==> src/rtl/uart_loop_top.sv <==
// -----------------------------------------------------------------------------
// uart_loop_top
//
// Self-contained 8N1 UART transceiver used as a link self-test block. The
// transmitter repeats the byte on tx_dfifo back to back, with one extra idle
// bit between frames. The receiver deserialises rxd and holds the last
// correctly framed byte. Tie txd to rxd externally for a loopback test.
//
// Ports:
//   clk       in   1  system clock, all logic on the rising edge
//   rstn      in   1  synchronous reset, active HIGH (despite the name)
//   tx_dfifo  in   8  byte to transmit, latched at each frame start
//   rxd       in   1  asynchronous serial receive line, idle high
//   txd       out  1  serial transmit line, idle high
//   rx_dfifo  out  8  last byte received with a valid stop bit
//
// Parameters:
//   CLK_FREQ      system clock frequency in Hz
//   BAUD          line rate in bit/s
//   CLKS_PER_BIT  clocks per bit period (must be >= 4)
// -----------------------------------------------------------------------------

// -----------------------------------------------------------------------------
// uart_tx
//
// Free-running 8N1 transmitter. Each frame is one idle bit, one start bit,
// eight data bits (LSB first) and one stop bit: 11 bit periods in total.
//
// Ports:
//   clk   in   1  system clock
//   rstn  in   1  synchronous reset, active high
//   data  in   8  byte to send, captured at the end of the idle bit
//   txd   out  1  registered serial output
// -----------------------------------------------------------------------------
module uart_tx #(
    parameter int CLKS_PER_BIT = 86
) (
    input  logic       clk,
    input  logic       rstn,
    input  logic [7:0] data,
    output logic       txd
);

    localparam int CNT_W = $clog2(CLKS_PER_BIT);
    localparam logic [CNT_W-1:0] BIT_LAST = CNT_W'(CLKS_PER_BIT - 1);

    typedef enum logic [1:0] {
        TX_IDLE,
        TX_START,
        TX_DATA,
        TX_STOP
    } tx_state_t;

    tx_state_t        state;
    logic [CNT_W-1:0] cnt;
    logic [2:0]       idx;
    logic [7:0]       shreg;

    // One bit-period counter paces every state. All state changes, and every
    // change on txd, happen on the last clock of a bit period, so each bit
    // (idle, start, data, stop) lasts exactly CLKS_PER_BIT clocks. The byte is
    // captured into the shift register at the idle->start boundary, which is
    // why a change on data mid-frame only shows up in the next frame.
    always_ff @(posedge clk) begin
        if (rstn) begin
            state <= TX_IDLE;
            cnt   <= '0;
            idx   <= '0;
            shreg <= '0;
            txd   <= 1'b1;
        end else begin
            if (cnt != BIT_LAST) begin
                cnt <= cnt + 1'b1;
            end else begin
                cnt <= '0;
                case (state)
                    TX_IDLE: begin
                        shreg <= data;
                        txd   <= 1'b0;
                        state <= TX_START;
                    end
                    TX_START: begin
                        txd   <= shreg[0];
                        shreg <= {1'b0, shreg[7:1]};
                        idx   <= '0;
                        state <= TX_DATA;
                    end
                    TX_DATA: begin
                        if (idx == 3'd7) begin
                            txd   <= 1'b1;
                            state <= TX_STOP;
                        end else begin
                            txd   <= shreg[0];
                            shreg <= {1'b0, shreg[7:1]};
                            idx   <= idx + 1'b1;
                        end
                    end
                    TX_STOP: begin
                        // txd is already high; the following idle bit forms
                        // the inter-frame gap.
                        state <= TX_IDLE;
                    end
                    default: begin
                        txd   <= 1'b1;
                        state <= TX_IDLE;
                    end
                endcase
            end
        end
    end

endmodule

// -----------------------------------------------------------------------------
// uart_rx
//
// 8N1 receiver with a two-flop input synchroniser, start-bit glitch
// rejection, centre sampling and stop-bit validation.
//
// Ports:
//   clk   in   1  system clock
//   rstn  in   1  synchronous reset, active high
//   rxd   in   1  asynchronous serial input, idle high
//   data  out  8  last byte received with a valid stop bit
// -----------------------------------------------------------------------------
module uart_rx #(
    parameter int CLKS_PER_BIT = 86
) (
    input  logic       clk,
    input  logic       rstn,
    input  logic       rxd,
    output logic [7:0] data
);

    localparam int CNT_W = $clog2(CLKS_PER_BIT);
    localparam logic [CNT_W-1:0] BIT_LAST  = CNT_W'(CLKS_PER_BIT - 1);
    localparam logic [CNT_W-1:0] HALF_LAST = CNT_W'(CLKS_PER_BIT / 2 - 1);

    typedef enum logic [1:0] {
        RX_IDLE,
        RX_START,
        RX_DATA,
        RX_STOP
    } rx_state_t;

    rx_state_t        state;
    logic [CNT_W-1:0] cnt;
    logic [2:0]       idx;
    logic [7:0]       shreg;
    logic             rx_meta;
    logic             rx_sync;
    logic             wait_high;

    // The synchroniser flops reset to the idle level so that leaving reset
    // never looks like a falling start edge.
    //
    // The start bit is confirmed half a bit after the falling edge; from then
    // on every sample is taken one full bit period later, which lands each
    // sample at the centre of its bit. A low stop sample is a framing error:
    // the byte is discarded and the receiver parks in STOP (wait_high) until
    // the line is idle again, so a stuck-low line cannot retrigger a frame.
    always_ff @(posedge clk) begin
        if (rstn) begin
            state     <= RX_IDLE;
            cnt       <= '0;
            idx       <= '0;
            shreg     <= '0;
            data      <= 8'h00;
            rx_meta   <= 1'b1;
            rx_sync   <= 1'b1;
            wait_high <= 1'b0;
        end else begin
            rx_meta <= rxd;
            rx_sync <= rx_meta;
            case (state)
                RX_IDLE: begin
                    cnt       <= '0;
                    wait_high <= 1'b0;
                    if (!rx_sync) begin
                        state <= RX_START;
                    end
                end
                RX_START: begin
                    if (cnt == HALF_LAST) begin
                        cnt <= '0;
                        if (rx_sync) begin
                            state <= RX_IDLE;
                        end else begin
                            idx   <= '0;
                            state <= RX_DATA;
                        end
                    end else begin
                        cnt <= cnt + 1'b1;
                    end
                end
                RX_DATA: begin
                    if (cnt == BIT_LAST) begin
                        cnt   <= '0;
                        shreg <= {rx_sync, shreg[7:1]};
                        if (idx == 3'd7) begin
                            state <= RX_STOP;
                        end else begin
                            idx <= idx + 1'b1;
                        end
                    end else begin
                        cnt <= cnt + 1'b1;
                    end
                end
                RX_STOP: begin
                    if (wait_high) begin
                        if (rx_sync) begin
                            wait_high <= 1'b0;
                            state     <= RX_IDLE;
                        end
                    end else if (cnt == BIT_LAST) begin
                        cnt <= '0;
                        if (rx_sync) begin
                            data  <= shreg;
                            state <= RX_IDLE;
                        end else begin
                            wait_high <= 1'b1;
                        end
                    end else begin
                        cnt <= cnt + 1'b1;
                    end
                end
                default: begin
                    state <= RX_IDLE;
                end
            endcase
        end
    end

endmodule

// -----------------------------------------------------------------------------
// uart_loop_top: transmitter and receiver side by side, fully independent.
// -----------------------------------------------------------------------------
module uart_loop_top #(
    parameter int CLK_FREQ     = 10_000_000,
    parameter int BAUD         = 115200,
    parameter int CLKS_PER_BIT = CLK_FREQ / BAUD
) (
    input  logic       clk,
    input  logic       rstn,
    input  logic [7:0] tx_dfifo,
    input  logic       rxd,
    output logic       txd,
    output logic [7:0] rx_dfifo
);

    uart_tx #(
        .CLKS_PER_BIT(CLKS_PER_BIT)
    ) u_tx (
        .clk (clk),
        .rstn(rstn),
        .data(tx_dfifo),
        .txd (txd)
    );

    uart_rx #(
        .CLKS_PER_BIT(CLKS_PER_BIT)
    ) u_rx (
        .clk (clk),
        .rstn(rstn),
        .rxd (rxd),
        .data(rx_dfifo)
    );

endmodule

==> config.mk <==
export PLATFORM = sky130hd
export DESIGN_NAME = uart_loop_top
export DESIGN_NICKNAME = d
export VERILOG_FILES = /design/src/rtl/uart_loop_top.sv
export SDC_FILE = /design/constraint.sdc
export NUM_CORES = 1
export LEC_CHECK = 0
export BUFFER_PORTS_ARGS = -buffer_cell sky130_fd_sc_hd__buf_2
export CORE_MARGIN = 2
export CORE_UTILIZATION = 55
export CTS_CLUSTER_SIZE = 12
export DETAILED_ROUTE_END_ITERATION = 16
export PLACE_DENSITY = 0.74
export SKIP_CTS_REPAIR_TIMING = 1
export SLEW_MARGIN = 20
export SYNTH_ARGS = -nofsm -noshare
export SYNTH_HDL_FRONTEND = slang
export SYNTH_HIERARCHICAL = 1
export SYNTH_SLANG_ARGS = --single-unit
==> constraint.sdc <==
create_clock -name clk -period 2.2 [get_ports clk]
set_input_delay 0.11 -clock clk [delete_from_list [all_inputs] [get_ports clk]]
set_output_delay 0.11 -clock clk [all_outputs]
set_load 0.05 [all_outputs]
==> results.yml, run 1 <==
clock_tree:
  cts.sink_count: 52
  numCtsBuffers: 5
  clk_latency_ns: 0.31
  path_clk_slew_ns: 0.10
  htreeDepth: 2
  cts_max_path_buffers: 2
  cts_root_buf: "clkbuf_8"
  cts_tree: "yes"
floorplanning:
  die_x_um: 73.4
  core.rowCount: 25
  core_area_mm2: 0.00469
  start_util: 0.565
  ios: 20
  die_height_um: 73.4
  die_area_mm2: 0.00539
global_route:
  grt_pass1_wl_um: 7890
  grt_pass1_vias: 1822
  grt_antenna_before_repair: 0
  gr-total-overflow: 0
  grt_max_degree: 35
  grt_use_total: 0.185
drt:
  drc: 0
  vias: 1957
  drt_first_pass_iters: 4
  wl_per_cell_um: 13.3
  vias_per_cell: 5.50
  final_antenna_net_count: 0
  drt_iter0_markers: 112
  drt_wl_total_um: 4730
logic_synthesis:
  syn_nets: 307
  synth_edf_count: 0
  synth_area_mm2: 0.00265
  ys_ff_latch: 52
  syn_inst: 278
  async_reset_ff_frac: 0
  synth_seq_area_share: 0.393
  yosysUniqueCellTypes: 52
  yosys_most_used_dff: "dfxtp_1"
  synth_warnings: 6
  syn_avg_cell_area_um2: 9.53
worst_setup_path:
  r2r_setup_slack_ns: 0.32
  arrival_ns: 2.13
  required_ns: 2.44
  critPathKind: "reg2reg"
  end_kind: "flop"
  cp_max_fo: 9
  cp-start-kind: "flop"
sta:
  slew_headroom: 0.662
  finalCritPeriodShare: 0.857
  tightest_slew_ns: 0.504
  max_freq_mhz: 531
  period_needed_ns: 1.88
  rsz0062_at_grt: "false"
  clock_skew_ns: 0.0138
  finalHoldViolCount: 0
  finalWorstSetupSlack_ns: 0.316
  drv_slew: 0
  tns_ns: 0
  setup_viol: 0
outcome:
  outcome: "finished, final reports clean"
layout:
  drive_gt1_frac: 0.169
  nets: 330
  syn_to_final_growth_pct: 10.1
  diodes: 0
placement:
  io_buffers: 19
  place_ws_ns: 0.341
  gp_congestion: 0.818
  dp_hpwl_um: 3370
power:
  p_total_mw: 1.66
  ir_worst_vdd_mv: 0.294
  powerDensity_mw_per_mm2: 571
  leakagePower_nw: 1.26
job:
  cap_violations: 0
worst_hold_path:
  hp-class: "in2reg"
-- cell usage after synthesis (2+ instances only) --
cell | n | share of area
mux2_2 | 7 | 0.030
clkinv_1 | 2 | 0.0028
o41ai_1 | 3 | 0.0099
nor4_1 | 3 | 0.0071
nor2_1 | 24 | 0.034
o211ai_1 | 4 | 0.011
or3_1 | 4 | 0.0094
nand2_1 | 32 | 0.045
a21oi_1 | 11 | 0.021
ha_1 | 18 | 0.085
or2_2 | 2 | 0.0047
nand2b_1 | 6 | 0.014
nand4b_4 | 2 | 0.018
o221ai_1 | 3 | 0.0099
and2_1 | 2 | 0.0047
buf_2 | 2 | 0.0038
nand3_1 | 7 | 0.013
o31ai_1 | 5 | 0.014
o21ai_1 | 2 | 0.0038
dfxtp_1 | 52 | 0.39
nor2b_1 | 2 | 0.0047
or4_1 | 4 | 0.011
mux2i_1 | 26 | 0.098
and3_1 | 3 | 0.0071
o21ai_0 | 3 | 0.0057
nor3b_1 | 2 | 0.0057
a211oi_1 | 3 | 0.0085
clkbuf_1 | 6 | 0.0085
inv_1 | 12 | 0.017
xor2_1 | 4 | 0.013
-- layout by cell type, fill, tap and decap left out, drive strengths merged, types with 8 or more instances in the layout --
cell	n
a21oi	11
ha	18
mux2i	26
nor2	24
inv	13
nand3	8
dfxtp	52
nand2	32
buf	24
-- cells by family after synthesis --
kind of cell             share of synthesized area
multiplexers                                 0.128
AO/OA/AOI/OAI                                0.124
AND/OR/NAND/NOR                              0.219
XOR/XNOR                                    0.0165
buffers and inverters                       0.0350
adder cells (fa/ha/maj)                     0.0850
flip-flops                                   0.393
-- final cells by class --
type                       instances  area, um^2
clock buffer                       5        68.8
clock inverter                     3        27.5
fill                             407        1780
inverter                          14        52.6
multi-input combinational        203        1520
sequential                        52        1040
tap                               54        67.6
timing repair buffer              25         143
-- sequential cells by signal, indices dropped and copies added, names as in the netlist, named ones only --
name and cells:
u_tx/txd 1, u_rx/idx 3, u_rx/data 8, u_tx/idx 3, u_rx/shreg 8, u_rx/rx_meta 1, u_tx/shreg 8, u_rx/wait_high 1
u_rx/cnt 7, u_rx/rx_sync 1, u_tx/state 2, u_rx/state 1, u_tx/cnt 7
-- metal layers --
layer  global-route usage  wire length [um]  part of all wire  vias up
met3               0.0412               104             0.022        6
met5                    0                 0                 0        -
met1                0.237              2300              0.49      892
met2                0.301              2280              0.48       15
li1                     -                 -                 -     1044
met4               0.0707                51             0.011        0
-- path summary, 6_finish.rpt --
check / start / to / cells after the start
worst max-delay path: u_rx/state[0] / u_rx/state[0] / 5
worst min-delay path: tx_dfifo[7] / u_tx/shreg[7] / 3
worst max register to register: u_rx/state[0] / u_rx/state[0] / 5
worst min register to register: u_rx/rx_meta / u_rx/rx_sync / 1
-- worst max-delay path, cell delays in order, from the launching register on --
cell and delay (ns):
dfxtp_1 0.39, inv_1 0.10, ha_1 0.32, a221o_1 0.36
or4_1 0.50, a21oi_1 0.15
-- metrics by stage --
stage / cell area (um^2) / util / std cells / hold slack [ns]
floorplan: 2650 / - / 278 / 0.179
global placement: 2810 / 0.599 / 347 / 0.303
detailed placement: 2810 / 0.599 / 347 / 0.302
CTS: 2910 / 0.619 / 355 / -0.0206
global route: 2920 / 0.621 / 356 / 0.0491
finish: 2920 / 0.621 / 356 / 0.0406
-- report_power, final --
| group | switching (mW) | internal, mW |
|---|---|---|
| logic | 0.0799 | 0.0552 |
| registers | 0.0108 | 0.951 |
| clock network | 0.333 | 0.234 |
Note: power is estimated with default switching activity, not from simulation.
==> run 2, diff against run 1 <==
--- a/config.mk
+++ b/config.mk
@@ -15,5 +15,4 @@
 export SLEW_MARGIN = 20
 export SYNTH_ARGS = -nofsm -noshare
 export SYNTH_HDL_FRONTEND = slang
-export SYNTH_HIERARCHICAL = 1
 export SYNTH_SLANG_ARGS = --single-unit
==> run 2 against run 1 <==
Compared with the run above:
- register-to-register slack worse by 0.05 ns
- die area down 5.3%
- routed wire length down 7.4%
- core utilization up 1.3 points
- design area down 5.2%
- synthesized cell count down 7.6%
- first-iteration DRC count down 13%
- combinational power up 79%
- synthesized area down 5.6%
- clock skew down 0.011 ns
- via count down 5.7%
- largest power group unchanged
==> results.yml, run 2 <==
sta:
  finalHoldViolCount: 0
  setup_viol: 0
  rsz0062_at_grt: "false"
  tns_ns: 0
  slew_headroom: 0.653
  finalCritPeriodShare: 0.881
  max_freq_mhz: 516
  drv_slew: 0
  period_needed_ns: 1.94
  tightest_slew_ns: 0.515
  clock_skew_ns: 0.00293
logic_synthesis:
  synth_top_area_cell: "dfxtp_1"
  async_reset_ff_frac: 0
  synth_area_mm2: 0.00250
  synth_top_area_frac: 0.416
  synth.most_common_cell: "dfxtp_1"
  yosys_most_used_dff: "dfxtp_1"
  synth_edf_count: 0
  ys_top_cells_by_area: "dfxtp_1 42%, mux2i_1 10%, ha_1 9.0%"
  syn_inst: 257
  syn_nets: 286
  syn_avg_cell_area_um2: 9.73
  yosysUniqueCellTypes: 49
  synth_seq_area_share: 0.416
  ys_ff_latch: 52
  synth_common_cells: "52 x dfxtp_1, 38 x nor2_1, 26 x mux2i_1"
  synth_warnings: 0
job:
  cap_violations: 0
power:
  powerDensity_mw_per_mm2: 641
  ir_worst_vdd_mv: 0.358
  leakagePower_nw: 1.12
placement:
  gp_congestion: 0.788
  placed_area_mm2: 0.00266
  dp_hpwl_um: 3140
  io_buffers: 19
drt:
  drt_first_pass_iters: 4
  vias: 1845
  vias_per_cell: 5.54
  drt_wl_total_um: 4390
  final_antenna_net_count: 0
  drc: 0
  drt_iter0_markers: 97
  wl_per_cell_um: 13.2
layout:
  nets: 309
  largest_registers: "u_rx.data: 8 flops, u_rx.shreg: 8 flops, u_tx.shreg: 8 flops"
  diodes: 0
  drive_gt1_frac: 0.139
  layout_common_cells: "52 x dfxtp_1, 38 x nor2_1, 26 x mux2i_1"
  syn_to_final_growth_pct: 10.6
  fin_area_mm2: 0.00276
  mostFrequentLayoutCell: "dfxtp_1"
worst_setup_path:
  required_ns: 2.38
  worst-path-buf-inv: 2
  arrival_ns: 2.12
  critPathTopFamily: "simple AND/OR/NAND/NOR gates"
  cpMostUsedCell: "inv_1"
  r2r_setup_slack_ns: 0.26
  cp_max_fo: 8
  path_cells: "inv_1 -> ha_1 -> inv_1 -> or3_1 -> mux2i_1 -> nor2_1"
  critPathKind: "reg2reg"
  cp-start-kind: "flop"
  cpPeakStageDelay_ns: 0.59
  end_kind: "flop"
  cpMaxStageDelayCell: "or3_1"
global_route:
  grt_pass1_wl_um: 7700
  grt_use_total: 0.185
  grt_antenna_before_repair: 0
  grt_pass1_vias: 1740
  grt_max_degree: 44
  gr-total-overflow: 0
floorplanning:
  core_area_mm2: 0.00435
  die_height_um: 71.4
  die_area_mm2: 0.00510
  ios: 20
  die_x_um: 71.4
  core.rowCount: 24
  start_util: 0.574
clock_tree:
  cts_max_path_buffers: 2
  cts.sink_count: 52
  clk_latency_ns: 0.30
  htreeDepth: 2
  numCtsBuffers: 5
  cts_tree: "yes"
  cts_root_buf: "clkbuf_8"
  path_clk_slew_ns: 0.09
outcome:
  outcome: "finished, final reports clean"
worst_hold_path:
  hp-class: "in2reg"
## run 2: changes by cell type after synthesis, sizes merged, moves of 4 or more
cell    change
nand3       -5
a21oi       -7
a211oi      +8
nand2      -20
nor2       +14
mux2        -7
or4         -4
## run 2: tightest hold or removal path, stage by stage
cell and delay [ns]:
buf_2 0.10, nand3_1 0.07, a21oi_1 0.06
## run 2: worst paths after layout
| check | depth (start not counted) | from | end |
|---|---|---|---|
| setup / recovery | 6 | u_rx.state[0] | u_rx.shreg[5] |
| hold / removal | 3 | tx_dfifo[7] | u_tx.shreg[7] |
| setup reg to reg | 6 | u_rx.state[0] | u_rx.shreg[5] |
| hold reg to reg | 1 | u_rx.rx_meta | u_rx.rx_sync |
## run 2: area by class of cell
cell class,instances,area (um^2)
Clock buffer,7,86.3
Clock inverter,1,7.51
Fill cell,371,1590
Inverter,14,52.6
Multi-Input combinational cell,181,1360
Sequential cell,52,1040
Tap cell,52,65.1
Timing Repair Buffer,26,150
## run 2: through the flow
stage	worst slack [ns]	util	power, mW	instances	hold WS (ns)
after global placement	0.337	0.611	1.23	324	0.310
after CTS	0.256	0.632	1.79	332	-0.0109
after global routing	0.0835	0.635	1.86	333	0.0734
after detailed placement	0.313	0.611	1.23	324	0.308
final	0.262	0.635	1.77	333	0.0693
after floorplan	0.473	-	1.18	257	0.214
## run 2: cell families (layout without fill, tap and decap cells)
| group | Yosys count | in the layout | share of synthesized area |
|---|---|---|---|
| flip-flops | 52 | 52 | 0.416 |
| XOR/XNOR | 9 | 9 | 0.0315 |
| multiplexers | 26 | 26 | 0.104 |
| AND/OR/NAND/NOR | 85 | 85 | 0.182 |
| AO/OA/AOI/OAI | 43 | 43 | 0.137 |
| adder cells (fa/ha/maj) | 18 | 18 | 0.0901 |
| buffers and inverters | 24 | 48 | 0.0390 |
## run 2: layer usage
layer  vias to the layer above  global-route usage  share of wire
met5                         -                   0              0
met4                         0              0.0650          0.013
met3                         7              0.0422          0.020
met2                        15               0.308           0.47
met1                       861               0.237           0.49
li1                        962                   -              -
## run 2: power breakdown
part	internal (mW)	switching (mW)	leakage, nW
Combinational	0.0924	0.149	0.653
Sequential	0.958	0.0168	0.420
Clock	0.256	0.300	0.0445
Total	1.31	0.466	1.12
